<file path="src/rtl/rep_monitor_pkg.sv">
// Shared types and helpers for the multi-channel repetition monitor.
package rep_monitor_pkg;

    // Per-channel counting mode: SVA [*MIN:MAX] runs or [=MIN:MAX] within frames.
    typedef enum logic {
        MODE_CONSEC = 1'b0,
        MODE_FRAMED = 1'b1
    } mode_e;

    // Frame tracking state, only meaningful in framed mode.
    typedef enum logic {
        ST_IDLE = 1'b0,
        ST_OPEN = 1'b1
    } frame_state_e;

    // Counter width able to hold the saturation value MAX_REP+1.
    function automatic int cnt_width(input int max_rep);
        return $clog2(max_rep + 2);
    endfunction

endpackage

</file>
<file path="src/rtl/rep_monitor_ch.sv">
// One channel of the repetition monitor: saturating hit counter, frame FSM
// and registered match/fail/err pulses.
//
// state   | meaning
// --------+-----------------------------------------------------------
// ST_IDLE | no frame open; consecutive mode always sits here
// ST_OPEN | framed mode, frame_start seen, counting hits until frame_end
module rep_monitor_ch
    import rep_monitor_pkg::*;
#(
    parameter int MIN_REP = 5,
    parameter int MAX_REP = 5
) (
    input  logic clk,
    input  logic rst,
    input  logic cfg_we,
    input  logic cfg_mode,
    input  logic a,
    input  logic frame_start,
    input  logic frame_end,
    output logic match,
    output logic fail,
    output logic err
);

    localparam int CNT_W = cnt_width(MAX_REP);
    localparam logic [CNT_W-1:0] CNT_MIN = CNT_W'(MIN_REP);
    localparam logic [CNT_W-1:0] CNT_MAX = CNT_W'(MAX_REP);
    localparam logic [CNT_W-1:0] CNT_SAT = CNT_W'(MAX_REP + 1);

    mode_e              mode_q, mode_d;
    frame_state_e       state_q, state_d;
    logic [CNT_W-1:0]   cnt_q, cnt_d;
    logic [CNT_W-1:0]   cnt_inc;
    logic [CNT_W-1:0]   cnt_a;
    logic               match_d, fail_d, err_d;

    function automatic logic in_range(input logic [CNT_W-1:0] c);
        return (c >= CNT_MIN) && (c <= CNT_MAX);
    endfunction

    // Count including this cycle's hit; sticks at MAX_REP+1 so it never wraps.
    assign cnt_inc = (cnt_q == CNT_SAT) ? CNT_SAT : cnt_q + CNT_W'(a);
    // Count of a frame that starts this cycle.
    assign cnt_a   = CNT_W'(a);

    // State, counter and output pulse registers.
    always_ff @(posedge clk or posedge rst) begin
        if (rst) begin
            mode_q  <= MODE_CONSEC;
            state_q <= ST_IDLE;
            cnt_q   <= '0;
            match   <= 1'b0;
            fail    <= 1'b0;
            err     <= 1'b0;
        end else begin
            mode_q  <= mode_d;
            state_q <= state_d;
            cnt_q   <= cnt_d;
            match   <= match_d;
            fail    <= fail_d;
            err     <= err_d;
        end
    end

    // Next-state and next-output decode; cfg_we overrides everything else.
    always_comb begin
        mode_d  = mode_q;
        state_d = state_q;
        cnt_d   = cnt_q;
        match_d = 1'b0;
        fail_d  = 1'b0;
        err_d   = 1'b0;

        if (cfg_we) begin
            mode_d  = mode_e'(cfg_mode);
            state_d = ST_IDLE;
            cnt_d   = '0;
        end else if (mode_q == MODE_CONSEC) begin
            state_d = ST_IDLE;
            if (a) begin
                cnt_d   = cnt_inc;
                match_d = in_range(cnt_inc);
                // Only the step from MAX_REP to MAX_REP+1, so once per run.
                fail_d  = (cnt_q == CNT_MAX);
            end else begin
                cnt_d = '0;
            end
        end else begin
            case (state_q)
                ST_IDLE: begin
                    if (frame_start) begin
                        if (frame_end) begin
                            match_d = in_range(cnt_a);
                            fail_d  = !in_range(cnt_a);
                            cnt_d   = '0;
                        end else begin
                            state_d = ST_OPEN;
                            cnt_d   = cnt_a;
                        end
                    end else if (frame_end) begin
                        err_d = 1'b1;
                    end
                end
                ST_OPEN: begin
                    if (frame_start) begin
                        // Restart: the aborted frame produces no verdict.
                        err_d = 1'b1;
                        if (frame_end) begin
                            match_d = in_range(cnt_a);
                            fail_d  = !in_range(cnt_a);
                            state_d = ST_IDLE;
                            cnt_d   = '0;
                        end else begin
                            cnt_d = cnt_a;
                        end
                    end else if (frame_end) begin
                        match_d = in_range(cnt_inc);
                        fail_d  = !in_range(cnt_inc);
                        state_d = ST_IDLE;
                        cnt_d   = '0;
                    end else begin
                        cnt_d = cnt_inc;
                    end
                end
                default: begin
                    state_d = ST_IDLE;
                    cnt_d   = '0;
                end
            endcase
        end
    end

endmodule

</file>
<file path="src/rtl/rep_monitor.sv">
// Multi-channel repetition monitor: N_CH independent channels plus a
// combined any_match flag.
module rep_monitor
    import rep_monitor_pkg::*;
#(
    parameter int N_CH    = 4,
    parameter int MIN_REP = 5,
    parameter int MAX_REP = 5
) (
    input  logic            clk,
    input  logic            rst,
    input  logic            cfg_we,
    input  logic [N_CH-1:0] cfg_mode,
    input  logic [N_CH-1:0] a,
    input  logic [N_CH-1:0] frame_start,
    input  logic [N_CH-1:0] frame_end,
    output logic [N_CH-1:0] match,
    output logic [N_CH-1:0] fail,
    output logic [N_CH-1:0] err,
    output logic            any_match
);

    for (genvar i = 0; i < N_CH; i++) begin : g_ch
        rep_monitor_ch #(
            .MIN_REP (MIN_REP),
            .MAX_REP (MAX_REP)
        ) u_ch (
            .clk         (clk),
            .rst         (rst),
            .cfg_we      (cfg_we),
            .cfg_mode    (cfg_mode[i]),
            .a           (a[i]),
            .frame_start (frame_start[i]),
            .frame_end   (frame_end[i]),
            .match       (match[i]),
            .fail        (fail[i]),
            .err         (err[i])
        );
    end

    // OR of already-registered match bits, so no extra latency.
    assign any_match = |match;

endmodule
</file>
<file path="config.mk">
export PLATFORM = sky130hd
export DESIGN_NAME = rep_monitor
export DESIGN_NICKNAME = d
export VERILOG_FILES = /design/src/rtl/rep_monitor_pkg.sv /design/src/rtl/rep_monitor_ch.sv /design/src/rtl/rep_monitor.sv
export SDC_FILE = /design/constraint.sdc
export NUM_CORES = 1
export LEC_CHECK = 0
export CAP_MARGIN = 15
export CORE_ASPECT_RATIO = 1.2
export CORE_UTILIZATION = 55
export CTS_BUF_LIST = sky130_fd_sc_hd__clkbuf_2 sky130_fd_sc_hd__clkbuf_4 sky130_fd_sc_hd__clkbuf_8
export CTS_CLUSTER_DIAMETER = 100
export DETAILED_ROUTE_END_ITERATION = 10
export PLACE_DENSITY = 0.87
export SLEW_MARGIN = 25
export SYNTH_ARGS = -nofsm -noshare
export SYNTH_HDL_FRONTEND = slang
export SYNTH_SLANG_ARGS = --single-unit
export TNS_END_PERCENT = 10
</file>
<file path="constraint.sdc">
create_clock -name clk -period 2 [get_ports clk]
set_clock_uncertainty 0.15 [all_clocks]
set_input_delay 0.2 -clock clk [delete_from_list [all_inputs] [get_ports clk]]
set_output_delay 0.2 -clock clk [all_outputs]
set_load 0.05 [all_outputs]
</file>
==> metrics <==
total wire length 4190 um; reg2reg path depth 4; CTS clk-pin slew, worst paths 0.07 ns; fin cells 294; CP max FO 5; Rel. slew slack 65.3%; Synth area leader dfrtp_1; CP peak stage delay 0.43 ns; Setup crit end kind flop; DP Area 0.00233 mm^2; H-tree Lvls 2; crit path launch type flop; Max-Cap Viols 0; Critical Path RT 1.99 ns; Routability Congestion 0.872; Pleak 0.00107 uW; first-pass GRT wire length 7200 um; CTS Hold Bufs 0; Int Power 1170 uW; Critical Setup Path Class flop to flop; kind of cell adding the most delay to the critical path adder cells; CTS Buf Count 5; number of global-route vias before repair 1714; clock network fraction of design power 39.7%; Critical path buffers and inverters 0; number of diodes 0; most common flop cell mapped by yosys dfrtp_1; I/O pin count 32; worst reg2reg setup slack 0.15 ns; Final ANT Viol Nets 0; period utilization 92.3%; core area 0.00342 mm^2; Final Core Density 71.4%; Top cell by count, worst path ha_1; antenna violations before repair 0; Ys Warns 0; Detail Placement HPWL 2950 um; synth unique cells 45; Cells after Synth 227; unrepaired setup endpoints after global routing false; Total GRT Usage 24.0%; Max Slew Vio Count 0; post-synth top area share 39.5%; Skew-Pair Late Insertion Delay 0.29 ns; Vias/cell 5.86; drt first-iter violations 90; setup TNS 0 ns; Worst Hold Class input port to asynchronous set/reset pin; # fillers 279; CP max stage cell dfrtp_1; Wirelength per Cell 14.2 um; final worst slack 0.153 ns; Final setup viols 0; share of cells above drive strength 1 8.95%; CP Cell Sequence ha_1 -> ha_1 -> nand2b_1 -> a2111oi_0; Resized Gates After CTS 0; Tmin final 1.85 ns; starting density of the core 59.3%; Post-synth EDFFs 0; Crit Reg-Reg Endpoint g_ch[3].u_ch.match; Clock Sinks 32; pwr dens 646 mW/mm^2; largest net degree at the start of global routing 33; P&R area growth vs syn 20.5%; Slew @ Worst Pin 0.519 ns; syn avg cell area 8.94 um^2; Seq/Total Area, Yosys 39.5%; DIE HEIGHT 68.5 um; fmax 0.541 GHz; Fin. Hold Viols 0; top cells by area, synth dfrtp_1 (39%), nand2b_1 (5.9%), nand2_1 (5.7%); CTS root buf clkbuf_8; peak supply drop 437 uV; failing checks DRC; # Post-CTS Setup Buffers 0; Via Count 1723; status finished with violations; r2r startpoint g_ch[3].u_ch.cnt_q[0]; combinational fraction of design power 16.0%; nets 283; Async S/R FF share, synth 100%; placed cells 286; design area 0.00244 mm^2; Syn Std Cell Area 0.00203 mm^2; total grt overflow 0; First-pass DRT Iterations 9; Cell Rows 23; I/O Buffers 31; Die ar. 0.00394 mm^2; Flop pwr share 44.3%; Setup WS pre-CTS 0.0113 ns; Yosys reg bits 32; crit path DAT 1.84 ns; CTS max path bufs 2; Sw Ratio 25.8%; Switch Pwr 407 uW; TritonCTS clock tree built; Chip Width 57.5 um; DRC viols 2; Syn Nets 254
## state kept, by name, summed over array words and instances (netlist names)
register / flops
g_ch.u_ch.fail: 4
g_ch.u_ch.match: 4
g_ch.u_ch.state_q: 4
g_ch.u_ch.err: 4
g_ch.u_ch.mode_q: 4
g_ch.u_ch.cnt_q: 12
## power groups by stage
stage | Clock [uW] | Combinational, uW | Sequential, uW
3_5_place_dp | 0 | 250 | 711
3_3_place_gp | 0 | 244 | 710
2_1_floorplan | 0 | 163 | 703
4_1_cts | 635 | 253 | 699
6_report | 627 | 252 | 700
5_1_grt | 663 | 282 | 704
## cell type report
| class | count | area (um^2) | area share, % |
|---|---|---|---|
| clock buffer | 6 | 76.3 | 3.12 |
| clock inverter | 2 | 35.0 | 1.43 |
| inverter | 4 | 15.0 | 0.614 |
| multi-input combinational | 174 | 1090 | 44.6 |
| sequential | 32 | 801 | 32.8 |
| tap | 37 | 46.3 | 1.89 |
| timing repair buffer | 39 | 380 | 15.6 |
## worst max path at each step
stage / from / to / slack (ns) / cells after the start
after detailed placement: a[3] / g_ch[3].u_ch.match / 0.01 / 5
after CTS: g_ch[3].u_ch.cnt_q[0] / g_ch[3].u_ch.match / 0.17 / 4
final: g_ch[3].u_ch.cnt_q[0] / g_ch[3].u_ch.match / 0.15 / 4
after global routing: g_ch[3].u_ch.cnt_q[0] / g_ch[3].u_ch.match / 0.12 / 5
after global placement: a[3] / g_ch[3].u_ch.match / 0.06 / 5
after floorplan: g_ch[3].u_ch.cnt_q[0] / g_ch[3].u_ch.match / 0.39 / 5
## placed cells by master (no fill, tap or decap), types with 2 or more instances in the layout
| cell | n |
|---|---|
| dfrtp_1 | 32 |
| and3b_1 | 2 |
| nor3b_1 | 3 |
| a2111oi_0 | 3 |
| nor4b_1 | 2 |
| clkbuf_8 | 5 |
| nand2_1 | 31 |
| o21ai_0 | 6 |
| o22ai_1 | 4 |
| ha_1 | 8 |
| inv_1 | 4 |
| clkdlybuf4s50_1 | 30 |
| o2111ai_1 | 3 |
| o21bai_1 | 3 |
| nand2b_1 | 19 |
| and2b_1 | 2 |
| nand3_1 | 3 |
| nor3_1 | 8 |
| a31oi_1 | 3 |
| nand4_1 | 2 |
| buf_4 | 8 |
| nor4bb_1 | 2 |
| nor2b_1 | 13 |
| a21boi_0 | 4 |
| a21oi_1 | 17 |
| nor2_1 | 13 |
| nor4_1 | 2 |
| nand4bb_1 | 4 |
| o31ai_1 | 2 |
## per-layer routing
layer / wire length, um / GRT usage [%] / up-vias
met5: 0 / 0 / -
met4: 101 / 11.3 / 0
met3: 228 / 6.72 / 15
met2: 2050 / 43.2 / 53
met1: 1810 / 26.4 / 790
li1: - / - / 865
## cell families (layout without fill, tap and decap cells)
group / after synthesis / after routing / synth area share, %
compound gates: 52 / 52 / 16.7
fa+ha+maj: 8 / 8 / 4.93
buf+inv: 21 / 51 / 6.78
flops: 32 / 32 / 39.5
simple gates: 114 / 114 / 32.1
## synth_stat cells (all sizes together), types with 3 or more instances
library cell  instances
nand2b               19
nor2                 13
nand4bb               4
dfrtp                32
a2111oi               3
nor2b                13
o2111ai               3
a21oi                17
ha                    8
o22ai                 4
a31oi                 3
nor3                  9
buf                  16
a21boi                4
nor3b                 3
o21ai                 6
and2b                 3
nand2                31
nand3                 3
inv                   4
o21bai                3
## per-stage QoR
step                      power (uW)  hold WS [ns]
after CTS                       1590         0.178
after floorplan                  866         0.123
after global placement           954         0.377
after global routing            1650         0.187
after detailed placement         961         0.385
final                           1580         0.155
## tightest hold or removal path, stage by stage
cell	delay, ns
clkdlybuf4s50_1	0.40
inv_1	0.05
buf_4	0.36
Note: power is estimated with default switching activity, not from simulation.
